`config.mk`:
```
export PLATFORM = sky130hd
export DESIGN_NAME = keypad_debounce_fifo
export DESIGN_NICKNAME = d
export VERILOG_FILES = /design/src/rtl/keypad_debounce_fifo.sv
export SDC_FILE = /design/constraint.sdc
export NUM_CORES = 1
export LEC_CHECK = 0
export CAP_MARGIN = 20
export CELL_PAD_IN_SITES_DETAIL_PLACEMENT = 1
export CELL_PAD_IN_SITES_GLOBAL_PLACEMENT = 1
export CORE_MARGIN = 3
export CORE_UTILIZATION = 50
export CTS_CLUSTER_SIZE = 24
export DETAILED_ROUTE_END_ITERATION = 10
export HOLD_SLACK_MARGIN = 0.15
export PLACE_DENSITY = 0.91
export SYNTH_ARGS = -nofsm -noshare
export SYNTH_HDL_FRONTEND = slang
export SYNTH_SLANG_ARGS = --single-unit
```
`constraint.sdc`:
```
create_clock -name clk -period 4.5 [get_ports clk]
set_clock_uncertainty 0.15 [all_clocks]
set_input_delay 0.9 -clock clk [delete_from_list [all_inputs] [get_ports clk]]
set_output_delay 0.9 -clock clk [all_outputs]
set_load 0.01 [all_outputs]
```
`src/rtl/keypad_debounce_fifo.sv`:
```
// keypad_debounce_fifo: debounces keypad codes into one event per press and queues them for a valid/ready consumer.
module keypad_debounce_fifo #(
    parameter int DEBOUNCE_CYCLES = 16,
    parameter int DEPTH           = 4
) (
    input  logic       clk,
    input  logic       rst,
    input  logic [3:0] key_in,
    input  logic       key_ready,
    input  logic       flush,
    output logic [3:0] key_code,
    output logic       key_valid,
    output logic       key_held,
    output logic       fifo_full,
    output logic       overflow
);
    localparam int AW = $clog2(DEPTH);
    localparam logic [7:0] LAST  = 8'(DEBOUNCE_CYCLES - 1);
    localparam logic [7:0] LIMIT = 8'(DEBOUNCE_CYCLES);

    typedef enum logic [1:0] {IDLE, PRESS_WAIT, HELD, RELEASE_WAIT} state_t;

    state_t      state_q, state_d;
    logic [7:0]  cnt_q, cnt_d, cnt_inc;
    logic [3:0]  cap_q, cap_d;
    logic        active, push;
    logic [3:0]  mem_q [DEPTH];
    logic [AW-1:0] rd_q, wr_q;
    logic [AW:0] count_q;
    logic        pop, push_ok, drop;

    assign active  = key_in <= 4'd11;
    assign cnt_inc = (cnt_q == LIMIT) ? cnt_q : cnt_q + 8'd1;

    always_comb begin
        state_d = state_q;
        cnt_d   = cnt_q;
        cap_d   = cap_q;
        push    = 1'b0;
        case (state_q)
            IDLE: if (active) begin
                state_d = PRESS_WAIT;
                cap_d   = key_in;
                cnt_d   = 8'd1;
            end
            PRESS_WAIT: if (!active) state_d = IDLE;
                else if (key_in != cap_q) begin
                    cap_d = key_in;
                    cnt_d = 8'd1;
                end else if (cnt_q == LAST) begin
                    state_d = HELD;
                    push    = 1'b1;
                end else cnt_d = cnt_inc;
            HELD: if (!active) begin
                state_d = RELEASE_WAIT;
                cnt_d   = 8'd1;
            end
            RELEASE_WAIT: if (active) state_d = HELD;
                else if (cnt_q == LAST) state_d = IDLE;
                else cnt_d = cnt_inc;
            default: state_d = IDLE;
        endcase
    end

    always_ff @(posedge clk or posedge rst)
        if (rst) begin
            state_q <= IDLE;
            cnt_q   <= '0;
            cap_q   <= '0;
        end else begin
            state_q <= state_d;
            cnt_q   <= cnt_d;
            cap_q   <= cap_d;
        end

    // flush wins over both push and pop in its cycle
    assign key_valid = count_q != '0;
    assign fifo_full = count_q == (AW+1)'(DEPTH);
    assign pop       = key_valid & key_ready & ~flush;
    assign push_ok   = push & ~flush & (~fifo_full | pop);
    assign drop      = push & ~flush & fifo_full & ~pop;

    always_ff @(posedge clk or posedge rst)
        if (rst) begin
            rd_q     <= '0;
            wr_q     <= '0;
            count_q  <= '0;
            overflow <= 1'b0;
        end else if (flush) begin
            rd_q     <= wr_q;
            count_q  <= '0;
            overflow <= 1'b0;
        end else begin
            if (push_ok) wr_q <= wr_q + AW'(1);
            if (pop) rd_q <= rd_q + AW'(1);
            count_q <= count_q + (AW+1)'(push_ok) - (AW+1)'(pop);
            if (drop) overflow <= 1'b1;
        end

    always_ff @(posedge clk)
        if (push_ok) mem_q[wr_q] <= cap_q;

    assign key_code = key_valid ? mem_q[rd_q] : 4'h0;
    assign key_held = (state_q == HELD) || (state_q == RELEASE_WAIT);
endmodule
```
==> impl_metrics.csv <==
group,metric,value,unit
cells_and_area,fillerInstances,385,
worst_setup_path,crit_chain,"clkdlybuf4s50_1, xor2_1, nor4_4, and3_4, mux2i_1, nor2_1, ha_1, inv_1, fa_1, xnor2_1, nor2_1",
worst_setup_path,critical_path.startpoint_type,"input port",
grt,grt_overflow,0,
synthesis,synthFlopType,"dfrtp_1",
synthesis,synth_edf_count,16,
worst_setup_path,cp_max_fo,6,
cts,cts_resized,0,
drt,viasPerCell,5.74,
drt,drc,0,
worst_setup_path,crit_required,4520,ps
floorplan,core,3720,sq um
synthesis,ys_warn_count,0,
sta,fin_tns_setup,0,ps
worst_setup_path,critical_path.most_common_cell,"nor2_1",
placed_design,port_buffers,15,
synthesis,synth_area_leaders,"dfrtp_1, edfxtp_1, mux4_2",
grt,grtUsageTotal,0.212,
synthesis,synthArstFlopShare,0.579,
synthesis,ys_ff_latch,38,
grt,grt_start_max_net_pins,23,
cells_and_area,final_nets,190,
pwr,p_total,0.653,mW
drt,first_pass_iters,5,
worst_hold_path,min_path_type,"register to register",
drt,ant_nets,0,
drt,wl,4.26,mm
worst_setup_path,endpoint_kind,"register",
synthesis,yosysSeqAreaShare,0.526,
outcome,status,"finished, final reports clean",
pwr,power.density,293,nW/um^2
cts,postCtsSetupRepairBufs,0,
floorplan,ios,16,
sta,min_period,3310,ps
cells_and_area,layout_common_cells,"dfrtp_1, edfxtp_1, clkdlybuf4s50_1",
cts,clockBufferDepth,2,
floorplan,fp.dieW,68.6,microns
sta,final_hold_viol_count,0,
cts,cts_hold_buf,0,
worst_setup_path,crit_arrival,3330,ps
cells_and_area,antenna_cells,0,
floorplan,initial_core_util,0.527,
placed_design,gp_congestion,0.912,
sta,fmax,302,MHz
floorplan,dieArea,4710,sq um
synthesis,synth_top_cell_area_share,0.281,
worst_setup_path,critical_path_class,"input port to register",
sta,rsz0062_at_grt,"false",
synthesis,yosysUniqueCellTypes,42,
sta,worst_pin_slew,870,ps
drt,wl_per_cell,19.1,microns
cts,cts_tree,"done",
grt,first_global_vias,1409,
cells_and_area,drive_above_1_share,0.137,
worst_setup_path,cpMaxStageDelayCell,"clkdlybuf4s50_1",
drt,first_iter_violations,43,
cts,clk_pin_slew_worst_paths,70,ps
synthesis,syn_nets,173,
synthesis,syn-cell-area,1960,sq um
floorplan,die-height,68.6,microns
sta,max-slew-margin-rel,0.416,
grt,antenna_found_initial,0,
synthesis,synth_cells,157,
synthesis,syn_avg_cell_area,12.5,sq um
cts,clock-sinks,38,
cts,cts_root_buf,"clkbuf_8",
cells_and_area,mostFrequentLayoutCell,"dfrtp_1",
cts,clk_latency,300,ps
placed_design,place.detailed.hpwl,3.20,mm
cts,numCtsBuffers,5,
cts,htree_levels,2,
sta,setup_viol,0,
sta,finalCritPeriodShare,0.736,
worst_setup_path,slowest_delay,590,ps
synthesis,yosysTopAreaCell,"dfrtp_1",
grt,grt_first_pass_wirelength,6.91,mm
sta,drv_slew,0,
pwr,irDropWorstVdd,0.228,mV
cells_and_area,area_growth,13.8,%
drt,vias,1280,
run,max_cap_violations,0,
pwr,leakagePower,0.864,nW
floorplan,rows,22,
## kinds of logic after synthesis
family | Yosys count | synth area share
adders and majority gates | 8 | 0.0549
xor gates and xnor gates | 13 | 0.0619
buffers and inverters | 13 | 0.0262
and+or+nand+nor | 48 | 0.156
DFF | 38 | 0.526
AOI/OAI and AO/OA | 26 | 0.0875
muxes | 11 | 0.0868
## final timing paths
path / end / slack [ps] / start / cells past startpoint
hold / removal: overflow$_DFFE_PP0P_ / 390 / overflow$_DFFE_PP0P_ / 2
setup / recovery: count_q[2]$_DFF_PP0_ / 1190 / key_in[3] / 11
max in group asynchronous: cap_q[1]$_DFFE_PP0P_ / 2720 / rst / 2
hold reg to reg: overflow$_DFFE_PP0P_ / 390 / overflow$_DFFE_PP0P_ / 2
setup reg to reg: count_q[2]$_DFF_PP0_ / 1740 / cnt_q[1]$_DFFE_PP0P_ / 11
min in group asynchronous: overflow$_DFFE_PP0P_ / 940 / rst / 2
## routing by layer
metal	up-vias	GRT usage	share of wire	wire (microns)
met5	-	0	0	0
li1	599	-	-	-
met4	0	0.102	0.026	109
met1	643	0.240	0.40	1720
met2	30	0.371	0.53	2260
met3	8	0.0535	0.041	174
## layout make-up
class / instances / area (sq um) / share of cell area
Clock inverter: 2 / 8.76 / 0.00393
Timing Repair Buffer: 15 / 150 / 0.0673
Tap cell: 48 / 60.1 / 0.0269
Sequential cell: 38 / 1030 / 0.462
Clock buffer: 6 / 72.6 / 0.0325
Multi-Input combinational cell: 106 / 877 / 0.393
Inverter: 8 / 30.0 / 0.0135
## synth_stat cells (all sizes together) (4+ instances only)
library cell,number
dfrtp,22
edfxtp,16
nand2,10
and2,9
inv,8
nor2,8
xor2,8
ha,7
o21ai,7
mux2,5
nand3,5
xnor2,5
a21oi,4
mux4,4
o21a,4
## where the power goes
part | internal [mW] | total (mW) | switching [mW] | leakage, nW
Clock | 0.106 | 0.222 | 0.116 | 0.0426
Sequential | 0.369 | 0.380 | 0.0108 | 0.425
Combinational | 0.0221 | 0.0506 | 0.0284 | 0.397
## registers in the layout, indices dropped and copies added (netlist names), named ones only
name      cells
state_q       1
mem_q        16
rd_q          2
count_q       3
wr_q          2
cnt_q         8
overflow      1
cap_q         4
## worst max-delay path: cells and delay by family
family | cells | cell delay (ps)
adders and majority gates | 2 | 560
xor gates and xnor gates | 2 | 370
and+or+nand+nor | 4 | 780
muxes | 1 | 90
buffers and inverters | 2 | 640
## per-stage QoR
step                      instances  instance area [sq um]  hold WS [ps]   util  worst slack [ps]
final                           223                   2230           391  0.600              1190
after global routing            223                   2230           455  0.600              1070
after floorplan                 157                   1960           361      -              1730
after detailed placement        215                   2150           373  0.578               877
after global placement          215                   2150           371  0.578              1120
after CTS                       223                   2230           392  0.600              1200
No activity file was read; power rests on OpenSTA's default activity.
==> patch 1, RTL diff (same flow settings) <==
Change the parameter `DEPTH` from 4 to 8.
--- a/src/rtl/keypad_debounce_fifo.sv
+++ b/src/rtl/keypad_debounce_fifo.sv
@@ -2,5 +2,5 @@
 module keypad_debounce_fifo #(
     parameter int DEBOUNCE_CYCLES = 16,
-    parameter int DEPTH           = 4
+    parameter int DEPTH           = 8
 ) (
     input  logic       clk,
Function: no difference found for any inputs over 10 cycles, from zero or initial values and one cycle with rst high; that may be too few to reach the edited logic, so the function may still have changed.
==> patch 1 against the original RTL <==
  * Clock power is 140% higher
  * Design area is 47% higher
  * Synthesized cell count is 40% higher
  * Utilization is 1.7 points higher
  * Sequential cell count is 19 higher
  * Synthesized area is 46% higher
  * Setup slack worse by 0.10 ns
  * Sequential share of layout area is 2.3 points higher
  * Routed wire length is 51% higher
  * Power is 130% higher
  * Count of clock-buffer cells in the layout is 6 higher
  * Global-route usage is 0.78 points higher
  * Die area is 41% higher
  * Critical endpoint is now key_code[2]
  * Largest cell class unchanged
  * Largest power group unchanged
==> patch 1: results (changes against the original RTL) <==
synth top area cells=edfxtp_1 (34%), dfrtp_1 (22%), mux4_2 (6.3%); final WL=6430 um (+51%); # fillers=519 (+35%); Num CTS Buffers=9 (+4); number of synthesis warnings=0 (unchanged); Mapped Nets=238 (+38%); Placement Setup Slack=0.952 ns (+0.0751 ns); Min-Delay Path Class=flop to flop; CP arrival=2.37 ns (-0.96 ns); Worst-Skew Late Latency=0.34 ns (+0.04 ns); Peak VDD IR=213 uV (-6.8%); Max Fanout on Critical Path=10 (+4); initial antenna violation count=0 (unchanged); Iter 0 DRT Violations=129 (+200%); relative slew slack=45.5% (+3.8 points); routed via count=1841 (+44%); First-pass DRT Iterations=4 (-1); commonest cells in the netlist=edfxtp_1 (32), dfrtp_1 (25), inv_1 (16); Leakage Power=0.00125 uW (+44%); status=completed; reg2reg path depth=9 (-2); CTS H-tree lvls=3 (+1); Main synth FF type=edfxtp_1; Sw Ratio=27.4% (+3.7 points); post-synth top area cell=edfxtp_1; via count of the first global-routing pass=1953 (+39%); overall global routing resource usage=22.0% (+0.78 points); asr flop ratio synth=43.9% (-14 points); global-route wire length before repair=10500 um (+53%); hold path depth=1 (-1); RePlAce Congestion=0.786 (-14%); post-DP HPWL=4340 um (+36%); Final #Nets=253 (+33%); Top Registers=mem_q: 32 flops, cnt_q: 8 flops; ANT cells=0 (unchanged); largest net degree at the start of global routing=26 (+13%); Synth cell types=53 (+26%); share of cells above drive strength 1=15.4% (+1.7 points); sequential element share of the synthesized area=55.6% (+3.0 points); number of synthesized flops with an enable pin=32 (+16)
-- patch 1: kinds of logic after synthesis --
family | Yosys count | share of synthesized area (%)
muxes | 16 | 9.26
DFF | 57 | 55.6
xor gates and xnor gates | 12 | 3.69
AOI/OAI and AO/OA | 37 | 9.17
and+or+nand+nor | 60 | 13.4
adders and majority gates | 10 | 4.65
buffers and inverters | 28 | 4.21
-- patch 1: critical path, stage by stage, from the launching register on --
cell and delay (ns):
dfrtp_1 0.71, mux4_2 0.61, mux2i_1 0.17, nor2_1 0.05, clkdlybuf4s50_1 0.48
-- patch 1: final cells by class --
class                   count  area (um^2)  share of cell area, %
inverters                  16         60.1                   1.84
multi-input cells         135         1140                   35.0
repair buffers             16          178                   5.43
clock buffers              12          145                   4.44
clock inverters             4         68.8                   2.10
flip-flops and latches     57         1590                   48.5
well taps                  70         87.6                   2.68
-- patch 1: power by group through the flow --
stage	Sequential, uW	Clock (uW)	Combinational [uW]
finish	625	529	333
global route	633	559	367
CTS	628	533	332
detailed placement	639	0	328
global placement	636	0	311
floorplan	602	0	239
-- patch 1: worst paths after layout --
path                                      start              endpoint  slack (ns)
min reg2reg                cnt_q[0]$_DFFE_PP0P_  cnt_q[0]$_DFFE_PP0P_        0.45
max reg2reg                cnt_q[4]$_DFFE_PP0P_  count_q[2]$_DFF_PP0_        1.62
min in group asynchronous                   rst  count_q[2]$_DFF_PP0_        0.70
max in group asynchronous                   rst  cnt_q[4]$_DFFE_PP0P_        3.05
min                        cnt_q[0]$_DFFE_PP0P_  cnt_q[0]$_DFFE_PP0P_        0.45
max                         rd_q[0]$_DFFE_PP0P_           key_code[2]        1.08
-- patch 1: per-stage QoR --
stage / power (uW) / instances / util [%] / instance area, um^2
after floorplan: 841 / 220 / - / 2850
after global placement: 947 / 293 / 57.1 / 3030
after detailed placement: 967 / 293 / 57.1 / 3030
after CTS: 1490 / 309 / 61.2 / 3240
after global routing: 1560 / 310 / 61.7 / 3270
final: 1490 / 310 / 61.7 / 3270
-- patch 1: per-layer routing --
| metal | vias to the layer above | global-route usage [%] | wire [um] |
|---|---|---|---|
| met5 | - | 0 | 0 |
| met4 | 0 | 7.09 | 114 |
| met3 | 12 | 5.37 | 198 |
| met2 | 40 | 37.3 | 3330 |
| met1 | 931 | 27.7 | 2790 |
| li1 | 858 | - | - |
==> patch 2, RTL diff (config.mk and constraints unchanged) <==
Made on the original files. Put one more register stage on the output `overflow`. The value now appears one clock later. The other outputs are not delayed to match.
--- a/src/rtl/keypad_debounce_fifo.sv
+++ b/src/rtl/keypad_debounce_fifo.sv
@@ -20,4 +20,6 @@
 
     typedef enum logic [1:0] {IDLE, PRESS_WAIT, HELD, RELEASE_WAIT} state_t;
+
+    logic overflow_s0;
 
     state_t      state_q, state_d;
@@ -86,14 +88,14 @@
             wr_q     <= '0;
             count_q  <= '0;
-            overflow <= 1'b0;
+            overflow_s0 <= 1'b0;
         end else if (flush) begin
             rd_q     <= wr_q;
             count_q  <= '0;
-            overflow <= 1'b0;
+            overflow_s0 <= 1'b0;
         end else begin
             if (push_ok) wr_q <= wr_q + AW'(1);
             if (pop) rd_q <= rd_q + AW'(1);
             count_q <= count_q + (AW+1)'(push_ok) - (AW+1)'(pop);
-            if (drop) overflow <= 1'b1;
+            if (drop) overflow_s0 <= 1'b1;
         end
 
@@ -103,3 +105,7 @@
     assign key_code = key_valid ? mem_q[rd_q] : 4'h0;
     assign key_held = (state_q == HELD) || (state_q == RELEASE_WAIT);
+    always_ff @(posedge clk) begin
+        overflow <= overflow_s0;
+    end
+
 endmodule
Behaviour: no difference found for any inputs over 10 cycles, from zero or initial values and one cycle with rst high; that may be too few to reach the edited logic, so the function may still have changed.
==> patch 2 against the original RTL <==
  * Critical path depth is the same
  * Routed wire length is 6.8% lower
  * Non-clock buffer count unchanged
  * Power rose by 10%
  * Sequential cell count up 1
  * First-iteration DRC count rose by 79%
  * Synthesized area up 1.0%
  * Utilization increased by 0.80 points
  * Count of clock-buffer cells in the layout fell by 1
  * Combinational power shrank 2%
  * Design area grew 2.1%
  * Clock power increased by 27%
  * Setup slack better by 0.12 ns
==> patch 2: results (changes against the original RTL) <==
RePlAce Congestion=0.799 (-12%); synth top area cells=dfrtp_1 (28%), edfxtp_1 (24%), mux4_2 (4.6%); overall global routing resource usage=19.4% (-1.9 points); Top Registers=mem_q: 16 flops, cnt_q: 8 flops, cap_q: 4 flops; worst reg-to-reg setup slack=1.87 ns (+0.13 ns); Placement Cell Area=0.00217 mm^2 (+0.93%); Mapped Nets=174 (+0.58%); share of cells above drive strength 1=14.2% (+0.49 points); worst hold slack=0.226 ns (-0.165 ns); sequential element share of the synthesized area=53.1% (+0.48 points); Main synth FF type=dfrtp_1; Synth Area in Adders=5.44% (-0.056 points); post-DP HPWL=3000 um (-6.1%); Final #Nets=191 (+0.53%); asr flop ratio synth=56.4% (-1.5 points); routed via count=1252 (-2.2%); IO buf count=15 (unchanged); average wire per standard cell=17.8 um (-7.2%); fraction of the mapped netlist area in compound gates=8.66% (-0.088 points); relative slew slack=40.8% (-0.87 points); Iter 0 DRT Violations=77 (+79%); Peak VDD IR=219 uV (-4.1%); Vias/cell=5.59 (-2.6%); Avg Inst Size Synth=12.5 um^2 (+0.38%); Clock Pin Slew Worst Setup and Hold Paths=0.07 ns (about the same); CP arrival=3.21 ns (-0.12 ns); max frequency=0.313 GHz (+3.6%); status=completed; via count of the first global-routing pass=1325 (-6.0%); First-pass DRT Iterations=4 (-1); Leakage Power=0.000885 uW (+2.4%); placed cell count=216 (+0.47%); post-synthesis xor/xnor area fraction=6.13% (-0.063 points); global-route wire length before repair=6540 um (-5.3%); Synth cell types=43 (+2.4%); Placement Setup Slack=0.975 ns (+0.0973 ns); post-synthesis mux area share=8.60% (-0.088 points)
## patch 2: where the power goes
part / internal (uW) / switching, uW / total [uW]
registers: 378 / 10.7 / 389
logic: 22.1 / 27.5 / 49.6
clock network: 162 / 120 / 282
## patch 2: logic make-up (layout without fill, tap and decap cells)
kind of cell,count (synthesis),count (layout)
simple gates,48,48
flops,39,39
compound gates,26,26
xor+xnor,13,13
buf+inv,13,31
mux,11,11
fa+ha+maj,8,8
## patch 2: worst max-delay path, cell delays in order
cell	delay, ns
clkdlybuf4s50_1	0.51
xor2_1	0.21
nor4_4	0.34
and3_4	0.27
mux2i_1	0.08
nor2_1	0.10
ha_1	0.16
inv_1	0.05
fa_1	0.37
xnor2_1	0.17
nor2_1	0.06
## patch 2: area by class of cell
class / count / area [um^2]
flip-flops and latches: 39 / 1050
fillers: 389 / 1470
inverters: 8 / 30.0
clock buffers: 5 / 68.8
clock inverters: 3 / 38.8
multi-input cells: 106 / 877
well taps: 48 / 60.1
repair buffers: 15 / 150
## patch 2: worst paths after layout
path	from	endpoint	depth (start not counted)
min in group asynchronous	rst	cnt_q[5]$_DFFE_PP0P_	2
max in group asynchronous	rst	cnt_q[4]$_DFFE_PP0P_	2
max reg2reg	cnt_q[1]$_DFFE_PP0P_	count_q[2]$_DFF_PP0_	11
min	overflow_s0$_DFFE_PP0P_	overflow$_DFF_P_	0
max	key_in[3]	count_q[2]$_DFF_PP0_	11
min reg2reg	overflow_s0$_DFFE_PP0P_	overflow$_DFF_P_	0
## patch 2: routing by layer
metal / part of all wire [%] / vias to the layer above / global-route usage [%]
li1: - / 601 / -
met1: 42 / 632 / 22.3
met2: 54 / 16 / 34.8
met3: 3.1 / 3 / 5.19
met4: 1.1 / 0 / 6.08
met5: 0 / - / 0
